==> src/rtl/i2c_master_core.sv <==
// Bit-level I2C master: one command = START/RSTART, address+R/W, ACK, one data byte,
// then STOP or bus hold for a repeated START.
module i2c_master_core #(
  parameter int CLK_DIV = 4
) (
  input  logic       clk,
  input  logic       rst_n,
  input  logic       cmd_valid,
  output logic       cmd_ready,
  input  logic [6:0] cmd_addr,
  input  logic       cmd_rw,
  input  logic [7:0] cmd_wdata,
  input  logic       cmd_hold,
  output logic [7:0] rx_data,
  output logic       done,
  output logic       ack_err,
  output logic       busy,
  output logic       repeated_start_cond,
  output logic       scl_out,
  output logic       sda_out,
  input  logic       sda_in
);

  localparam int QW = (CLK_DIV > 1) ? $clog2(CLK_DIV) : 1;
  localparam logic [QW-1:0] QMAX = QW'(CLK_DIV - 1);

  typedef enum logic [3:0] {
    IDLE, START, RSTART, ADDR, AACK, WR, WACK, RD, RACK, STOP, HOLD
  } state_t;

  state_t        state, state_nxt;
  logic [QW-1:0] qcnt, qcnt_nxt;
  logic [1:0]    quarter, quarter_nxt;
  logic [2:0]    bit_idx, bit_idx_nxt;
  logic [6:0]    addr_r;
  logic          rw_r;
  logic [7:0]    wdata_r;
  logic          hold_r;
  logic [7:0]    rx_shift;
  logic          nack_r;
  logic          err_pend;
  logic          accept;
  logic          sample_pt;
  logic          slot_end;
  logic          ack_bit;
  logic [1:0]    drv;

  // Line levels {scl, sda} for a given slot position; outputs are registered from the
  // next-state position so they change exactly on quarter entry.
  function automatic logic [1:0] line_drive(state_t st, logic [1:0] q, logic [2:0] b,
                                            logic [7:0] abyte, logic [7:0] wbyte);
    logic [1:0] d;
    d = 2'b11;
    case (st)
      IDLE:    d = 2'b11;
      HOLD:    d = 2'b01;
      START:   d = {1'b1, ~q[1]};
      RSTART:  d = {q != 2'd0, ~q[1]};
      ADDR:    d = {q[1], abyte[~b]};
      WR:      d = {q[1], wbyte[~b]};
      STOP:    d = {q[1], q == 2'd3};
      default: d = {q[1], 1'b1};
    endcase
    return d;
  endfunction

  always_comb begin
    accept      = cmd_valid && cmd_ready;
    sample_pt   = (quarter == 2'd3) && (qcnt == '0);
    slot_end    = (quarter == 2'd3) && (qcnt == QMAX);
    // With CLK_DIV=1 the sample clk is also the last clk of the slot.
    ack_bit     = sample_pt ? sda_in : nack_r;
    state_nxt   = state;
    quarter_nxt = quarter;
    qcnt_nxt    = qcnt;
    bit_idx_nxt = bit_idx;
    if (state == IDLE || state == HOLD) begin
      if (accept) begin
        state_nxt   = (state == IDLE) ? START : RSTART;
        quarter_nxt = '0;
        qcnt_nxt    = '0;
        bit_idx_nxt = '0;
      end
    end else begin
      qcnt_nxt = (qcnt == QMAX) ? '0 : qcnt + QW'(1);
      if (qcnt == QMAX)
        quarter_nxt = quarter + 2'd1;
      if (slot_end) begin
        case (state)
          START, RSTART: state_nxt = ADDR;
          ADDR: begin
            bit_idx_nxt = bit_idx + 3'd1;
            if (bit_idx == 3'd7) state_nxt = AACK;
          end
          AACK: state_nxt = ack_bit ? STOP : (rw_r ? RD : WR);
          WR: begin
            bit_idx_nxt = bit_idx + 3'd1;
            if (bit_idx == 3'd7) state_nxt = WACK;
          end
          WACK: state_nxt = (ack_bit || !hold_r) ? STOP : HOLD;
          RD: begin
            bit_idx_nxt = bit_idx + 3'd1;
            if (bit_idx == 3'd7) state_nxt = RACK;
          end
          RACK:    state_nxt = hold_r ? HOLD : STOP;
          STOP:    state_nxt = IDLE;
          default: state_nxt = IDLE;
        endcase
      end
    end
    drv = line_drive(state_nxt, quarter_nxt, bit_idx_nxt, {addr_r, rw_r}, wdata_r);
  end

  always_ff @(posedge clk) begin
    if (!rst_n) begin
      state               <= IDLE;
      quarter             <= '0;
      qcnt                <= '0;
      bit_idx             <= '0;
      scl_out             <= 1'b1;
      sda_out             <= 1'b1;
      cmd_ready           <= 1'b1;
      busy                <= 1'b0;
      done                <= 1'b0;
      ack_err             <= 1'b0;
      repeated_start_cond <= 1'b0;
      rx_data             <= 8'h00;
      err_pend            <= 1'b0;
    end else begin
      state               <= state_nxt;
      quarter             <= quarter_nxt;
      qcnt                <= qcnt_nxt;
      bit_idx             <= bit_idx_nxt;
      {scl_out, sda_out}  <= drv;
      cmd_ready           <= (state_nxt == IDLE) || (state_nxt == HOLD);
      busy                <= (state_nxt != IDLE);
      done                <= slot_end && (state != HOLD) &&
                             ((state == STOP) || (state_nxt == HOLD));
      repeated_start_cond <= accept && (state == HOLD);
      if (accept) begin
        ack_err  <= 1'b0;
        err_pend <= 1'b0;
      end else if (slot_end && (state == AACK || state == WACK) && ack_bit) begin
        err_pend <= 1'b1;
      end
      if (slot_end && state == STOP)
        ack_err <= err_pend;
      if (slot_end && state == RACK)
        rx_data <= rx_shift;
    end
  end

  always_ff @(posedge clk) begin
    if (accept) begin
      addr_r  <= cmd_addr;
      rw_r    <= cmd_rw;
      wdata_r <= cmd_wdata;
      hold_r  <= cmd_hold;
    end
    if (sample_pt && state == RD)
      rx_shift <= {rx_shift[6:0], sda_in};
    if (sample_pt)
      nack_r <= sda_in;
  end

endmodule

==> config.mk <==
export PLATFORM = sky130hd
export DESIGN_NAME = i2c_master_core
export DESIGN_NICKNAME = d
export VERILOG_FILES = /design/src/rtl/i2c_master_core.sv
export SDC_FILE = /design/constraint.sdc
export NUM_CORES = 1
export LEC_CHECK = 0
export CORE_UTILIZATION = 49
export DETAILED_ROUTE_END_ITERATION = 8
export PLACE_DENSITY = 0.76
export SLEW_MARGIN = 20
export SYNTH_ARGS = -nofsm -noshare
export SYNTH_HDL_FRONTEND = slang
export SYNTH_SLANG_ARGS = --single-unit
export TNS_END_PERCENT = 30
==> constraint.sdc <==
create_clock -name clk -period 2.25 [get_ports clk]
set_input_delay 0.225 -clock clk [delete_from_list [all_inputs] [get_ports clk]]
set_output_delay 0.225 -clock clk [all_outputs]
set_load 0.005 [all_outputs]
==> reports/summary.txt <==
buffers and inverters on the worst path - 3
CTS tree - yes
# IOs - 36
top post-synthesis cells by area - edfxtp_1 30%, dfxtp_1 22%, mux2i_1 6.8%
worst hold path class - reg2reg
share of the clock period used by the worst path - 0.9728
vias in the first global route - 2,001
clk_skew - 0.003202 ns
Critical Path Stages - 10
max-slew violations - 0
syn_nets - 261
Seq. cell area - 0.001320 mm²
CTS root buf - clkbuf_8
Power Density - 656.6 mW/mm²
area of the die - 0.005376 mm²
Seq pwr share - 0.487
largest net degree at the start of global routing - 20
Worst-path clk slew - 0.09 ns
TNS Setup - 0 ns
final worst slack - 0.06126 ns
Die X - 73.32 µm
hold buffer count at cts - 0
clock network power share - 0.276
maximum clock rate - 456.9 MHz
CTS sink count - 53
Mapped Area - 0.002492 mm²
CTS buffer count - 5
switching pwr - 0.0006191 W
die span in y - 73.32 µm
mean area per synthesized cell - 10.61 µm²
most numerous cell in the Yosys netlist - dfxtp_1
Final Hold Vio Count - 0
drt total wl - 5934 µm
H-tree depth - 2
max_cap viols - 0
Total GRT Usage - 0.2268
Net Sw Frac - 0.2703
WS Path Type - reg2reg
Syn. warnings - 0
DR DRC count - 0
CP max FO - 3
area grow syn2layout - 39.96%
Gate power share - 0.236
CP arrival - 2.42 ns
Layout fillers - 370
drt wl/cell - 15.66 µm
R2R Setup Slk - 0.06 ns
Clock Tree Buf Depth - 2
CP startpoint kind - flop
router iterations before antenna repair - 4
vias per inst - 5.602
measured slew at the worst slew-check pin - 0.3595 ns
Clk Latency, worst-skew pair - 0.31 ns
GRT overflow - 0
Core Footprint - 0.004817 mm²
Antenna Cells - 0
routability congestion estimate - 0.8954
area of the multi-input gates - 0.001252 mm²
Period minus WS final - 2.189 ns
number of enable flip-flop cells after synthesis - 25
crit-path cells - inv_1 > ha_4 > and3_4 > buf_4 > nor4_2 > buf_4 > a2111o_1 > nor4_2 > o21ai_0 > a211oi_2
initial antenna violation count - 0
FF-to-FF path depth - 10
Rows - 25
share of layout cells above drive strength 1 - 0.2853
top post-synthesis cells by count - 28 x dfxtp_1, 25 x edfxtp_1, 24 x nor2_1
Final HPWL DP - 4285 µm
total power - 0.002290 W
first-pass GRT wire length - 9059 µm
worst hold stages - 0
ys flop type - dfxtp_1
ANT nets after route - 0
gate count of the mapped netlist - 235
Async S/R FF share, synth - 0
Critical Path RT - 2.49 ns
vias - 2,123
Internal Power - 0.001671 W
critical path's slowest cell - a2111o_1
cell family with most CP delay - compound AO/OA/AOI/OAI gates
max_slew headroom - 0.7541
status - completed
Initial Util - 0.5174
Total Nets Final - 337
leading area contributor after synthesis - edfxtp_1
Yosys top cell area share - 0.3012
IO buf count - 35
Worst setup EP type - flop
Setup WS pre-CTS - -0.2061 ns
Final setup viols - 0
Pleak - 1.388 nW
#FFs+latches synth - 53
register area share after synthesis - 0.5261
max incr delay on CP - 0.42 ns
drt initial violations - 155
VDD IR max - 407.8 µV
unique cell type count in the Yosys netlist - 54
## stage by stage
step / hold slack (ns) / util / cells / cell area, µm²
floorplan: 0.2869 / - / 235 / 2492
global placement: 0.4321 / 0.6665 / 371 / 3211
detailed placement: 0.4387 / 0.6665 / 371 / 3211
CTS: 0.4592 / 0.7018 / 379 / 3381
global route: 0.4540 / 0.7242 / 379 / 3488
finish: 0.4564 / 0.7242 / 379 / 3488
## final cells by class
type                            count  area share
Sequential cell                    53      0.3784
Multi-Input combinational cell    163      0.3590
Timing Repair Buffer               81      0.2005
Tap cell                           67     0.02403
Clock buffer                        6     0.02080
Clock inverter                      2    0.009684
Inverter                            7    0.007532
## worst register-to-register path: cells and delay by family, from the launching register on
kind | cells | cell delay [ns]
buffers and inverters | 3 | 0.34
AOI/OAI and AO/OA | 3 | 0.74
and+or+nand+nor | 3 | 0.54
adders and majority gates | 1 | 0.15
DFF | 1 | 0.34
## layout by cell type, fill, tap and decap left out, types with 3 or more instances in the layout
master	Yosys	routed
edfxtp_1	25	25
a31oi_1	5	5
dfxtp_2	0	4
clkbuf_8	0	5
a22oi_1	4	3
a21oi_1	16	15
nor2_1	24	23
o21ai_0	3	3
buf_4	0	45
mux2i_1	17	16
inv_1	7	6
nand2_1	14	12
ha_4	0	3
nand3_1	7	5
nor3_1	7	6
clkdlybuf4s50_1	0	35
and4_1	3	3
dfxtp_1	28	23
and2_1	5	4
## power groups by stage
stage                     registers (W)  clock network (W)  logic (W)
after floorplan                 0.00113                  0   0.000246
after global placement          0.00113                  0   0.000477
after detailed placement        0.00114                  0   0.000483
after CTS                       0.00111           0.000642   0.000504
after global routing            0.00112           0.000673   0.000586
final                           0.00112           0.000633   0.000541
## sequential cells by signal, summed over array words and instances, names as in the netlist, 2 cells and up
signal and cells:
qcnt 2, addr_r 7, rx_data 8, quarter 2
bit_idx 3, state 4, wdata_r 8, rx_shift 8
## per-layer routing
layer	share of wire	track usage	vias up
met2	0.51	0.3920	67
met5	0	0	-
met3	0.051	0.04527	14
met1	0.42	0.2751	1010
met4	0.027	0.09829	0
li1	-	-	1032
## repair_timing
item,in CTS,in global routing
setup endpoints to repair,2,4
buffers inserted,0,0
pin swaps,4,8
gates resized for setup,15,27
## cells by family (layout without fill, tap and decap cells)
kind of cell    count (synthesis)  in the layout  synth area share
flops                          53             53            0.5261
mux                            19             19           0.08183
simple gates                   82             82            0.1692
fa+ha+maj                       5              5           0.02510
compound gates                 55             55            0.1556
buf+inv                        19             96           0.03514
xor+xnor                        2              2          0.007029
## final timing paths
kind                         startpoint               endpoint
hold reg to reg   rx_shift[6]$_DFFE_PP_  rx_shift[7]$_DFFE_PP_
setup reg to reg   qcnt[1]$_SDFFE_PN0P_        done$_SDFF_PN0_
setup / recovery   qcnt[1]$_SDFFE_PN0P_        done$_SDFF_PN0_
hold / removal    rx_shift[6]$_DFFE_PP_  rx_shift[7]$_DFFE_PP_
Power figures use the tool's default switching activity.
==> RTL edit (config.mk and constraints unchanged) <==
Change the parameter `CLK_DIV` from 4 to 8.
--- a/src/rtl/i2c_master_core.sv
+++ b/src/rtl/i2c_master_core.sv
@@ -2,5 +2,5 @@
 // then STOP or bus hold for a repeated START.
 module i2c_master_core #(
-  parameter int CLK_DIV = 4
+  parameter int CLK_DIV = 8
 ) (
   input  logic       clk,
Formal check against the unedited RTL: not equivalent (a bounded check fails within 10 cycles, from zero or initial values and one cycle with rst_n low).
==> RTL edit against the original RTL <==
  * The run now ends with setup timing left
  * Routed wire length rose by 5.0%
  * First-iteration DRC count increased by 5.2%
  * Via count rose by 1.5%
  * Final cell count is 5.0% higher
  * Synthesized cell count rose by 3.8%
  * Synthesized area up 4.4%
  * Worst setup slack worse by 230 ps
  * Design area is 2.7% higher
  * Sequential cell count is 1 higher
  * Non-clock buffer count increased by 6
  * Total power decreased by 16%
  * Hold slack better by 1.0 ps
  * Critical endpoint is now sda_out$_SDFF_PN1_
  * Largest power group unchanged
==> RTL edit: results (changes against the original RTL) <==
STATUS
-------------------------------------------------------------------------------------------------
Outcome                                                                              complete, but fails checks
Violations in the final reports                                                      setup timing

ROUTE
-------------------------------------------------------------------------------------------------
Overall routed net length                                                            6230 microns   +5.0%
Routed length on met3                                                                 238 microns   -21%
Count of routing violations after the opening detailed-route iteration                        163   +5.2%
Met2 wire len                                                                        3140 microns   +4.7%
Routed vias/inst                                                                             5.41   -3.4%
Metal-1 WL                                                                           2610 microns   +5.3%

PLACE
-------------------------------------------------------------------------------------------------
Detailed Place HPWL                                                                  4530 microns   +5.7%
Routability Congestion                                                                      0.874   -2.3%

CLOCKING
-------------------------------------------------------------------------------------------------
Clock root buffer                                                                        clkbuf_8
Largest buffer count on any clock path                                                          2   unchanged
Clock edge transition at the registers on the reported setup and hold paths                 90 ps   about the same

FINAL LAYOUT
-------------------------------------------------------------------------------------------------
Final-stage net count                                                                         354   +5.0%
Share of post-route cells with drive strength above 1                                       0.287   +0.00133

POWER AND IR DROP
-------------------------------------------------------------------------------------------------
Peak VDD IR                                                                            0.000410 V   +0.62%
Leakage Power                                                                             1.41 nW   +1.6%

SYNTH
-------------------------------------------------------------------------------------------------
Cell types with the highest counts after synthesis                                   dfxtp_1 (29), edfxtp_1 (25), nor2_1 (23), nand2_1 (19), mux2i_1 (15)
Biggest area contributors in the synthesized netlist                                 edfxtp_1 (29%), dfxtp_1 (22%), mux2i_1 (5.8%), nor2_1 (3.3%), ha_1 (2.9%)
Synth Net Count                                                                               271   +3.8%
Post-synthesis sequential area ratio                                                        0.512   -0.0143
Number of distinct library cell variants in the gate-level netlist after synthesis             60   +11%

CRITICAL PATH
-------------------------------------------------------------------------------------------------
CP Max Fanout                                                                                   6   +3
WP data arrival                                                                           2610 ps   +190 ps
Cell with the largest stage delay on the worst path                                         or3_4

GRT
-------------------------------------------------------------------------------------------------
Total Routing Usage GR                                                                      0.246   +0.0190
Global-route wire length before repair                                               10100 microns   +11%
Maximum number of pins on one net before global-route repair                                   24   +20%
Vias in the first global route                                                               2182   +9.0%

STA
-------------------------------------------------------------------------------------------------
Pin slew with the least headroom to its limit                                              770 ps   +410 ps
Clock tree skew after final layout                                                        9.16 ps   +5.96 ps
Minimum setup slack in the final design                                                   -173 ps   -234 ps
Final count of negative-setup-slack endpoints                                                   4   +4

## RTL edit: cell count changes in the layout (fill, tap and decap cells not counted), moves of 4 or more
cell	change
a21oi_1	-7
and2_1	+4
buf_4	+6
nand2_1	+6
nand3_1	+6
o21ai_0	+5
## RTL edit: worst paths after layout
path,end,start,slack (ps),cells past startpoint
min reg2reg,rx_shift[5]$_DFFE_PP_,rx_shift[4]$_DFFE_PP_,460,0
max,sda_out$_SDFF_PN1_,qcnt[1]$_SDFFE_PN0P_,-170,10
min,rx_shift[5]$_DFFE_PP_,rx_shift[4]$_DFFE_PP_,460,0
max reg2reg,sda_out$_SDFF_PN1_,qcnt[1]$_SDFFE_PN0P_,-170,10
## RTL edit: cell families after synthesis
kind of cell / count (synthesis) / synth area share
flops: 54 / 0.512
xor+xnor: 5 / 0.0168
fa+ha+maj: 6 / 0.0289
mux: 21 / 0.0895
compound gates: 49 / 0.134
buf+inv: 18 / 0.0346
simple gates: 91 / 0.185
## RTL edit: power by group
part | internal, W | switching [W] | total [W]
combinational | 0.000140 | 0.000134 | 0.000274
sequential | 0.00107 | 0.0000209 | 0.00109
clock | 0.000248 | 0.000308 | 0.000556
## RTL edit: final cells by class
class,instances,area [sq um]
repair buffers,87,744
clock inverters,2,12.5
fillers,385,1530
clock buffers,6,82.6
flip-flops and latches,54,1340
well taps,70,87.6
inverters,7,26.3
multi-input cells,172,1290
## RTL edit: worst max-delay path, delay by kind of cell, from the launching register on
family	cells	cell delay, ps
DFF	1	380
and+or+nand+nor	2	470
AOI/OAI and AO/OA	5	830
muxes	1	360
adders and majority gates	2	270
## RTL edit: timing repair
item,in CTS,in global routing
setup buffers,3,3
endpoints found under the setup margin,4,5
pin swaps,10,4
endpoints found under the hold margin,0,0
gates resized for setup,14,7
gates cloned,0,0
## RTL edit: layer usage
metal  track usage  vias to the layer above
met5             0                        -
met4         0.130                        0
met3        0.0482                       21
met2         0.409                       60
met1         0.303                     1011
li1              -                     1062
## RTL edit: per-stage QoR
step | setup TNS, ps | setup slack (ps) | cell area (sq um) | cells
detailed placement | -621 | -235 | 3360 | 384
floorplan | -128 | -97.0 | 2640 | 244
finish | -446 | -173 | 3580 | 398
CTS | -373 | -137 | 3530 | 395
global route | -838 | -263 | 3580 | 398
global placement | -441 | -169 | 3360 | 384
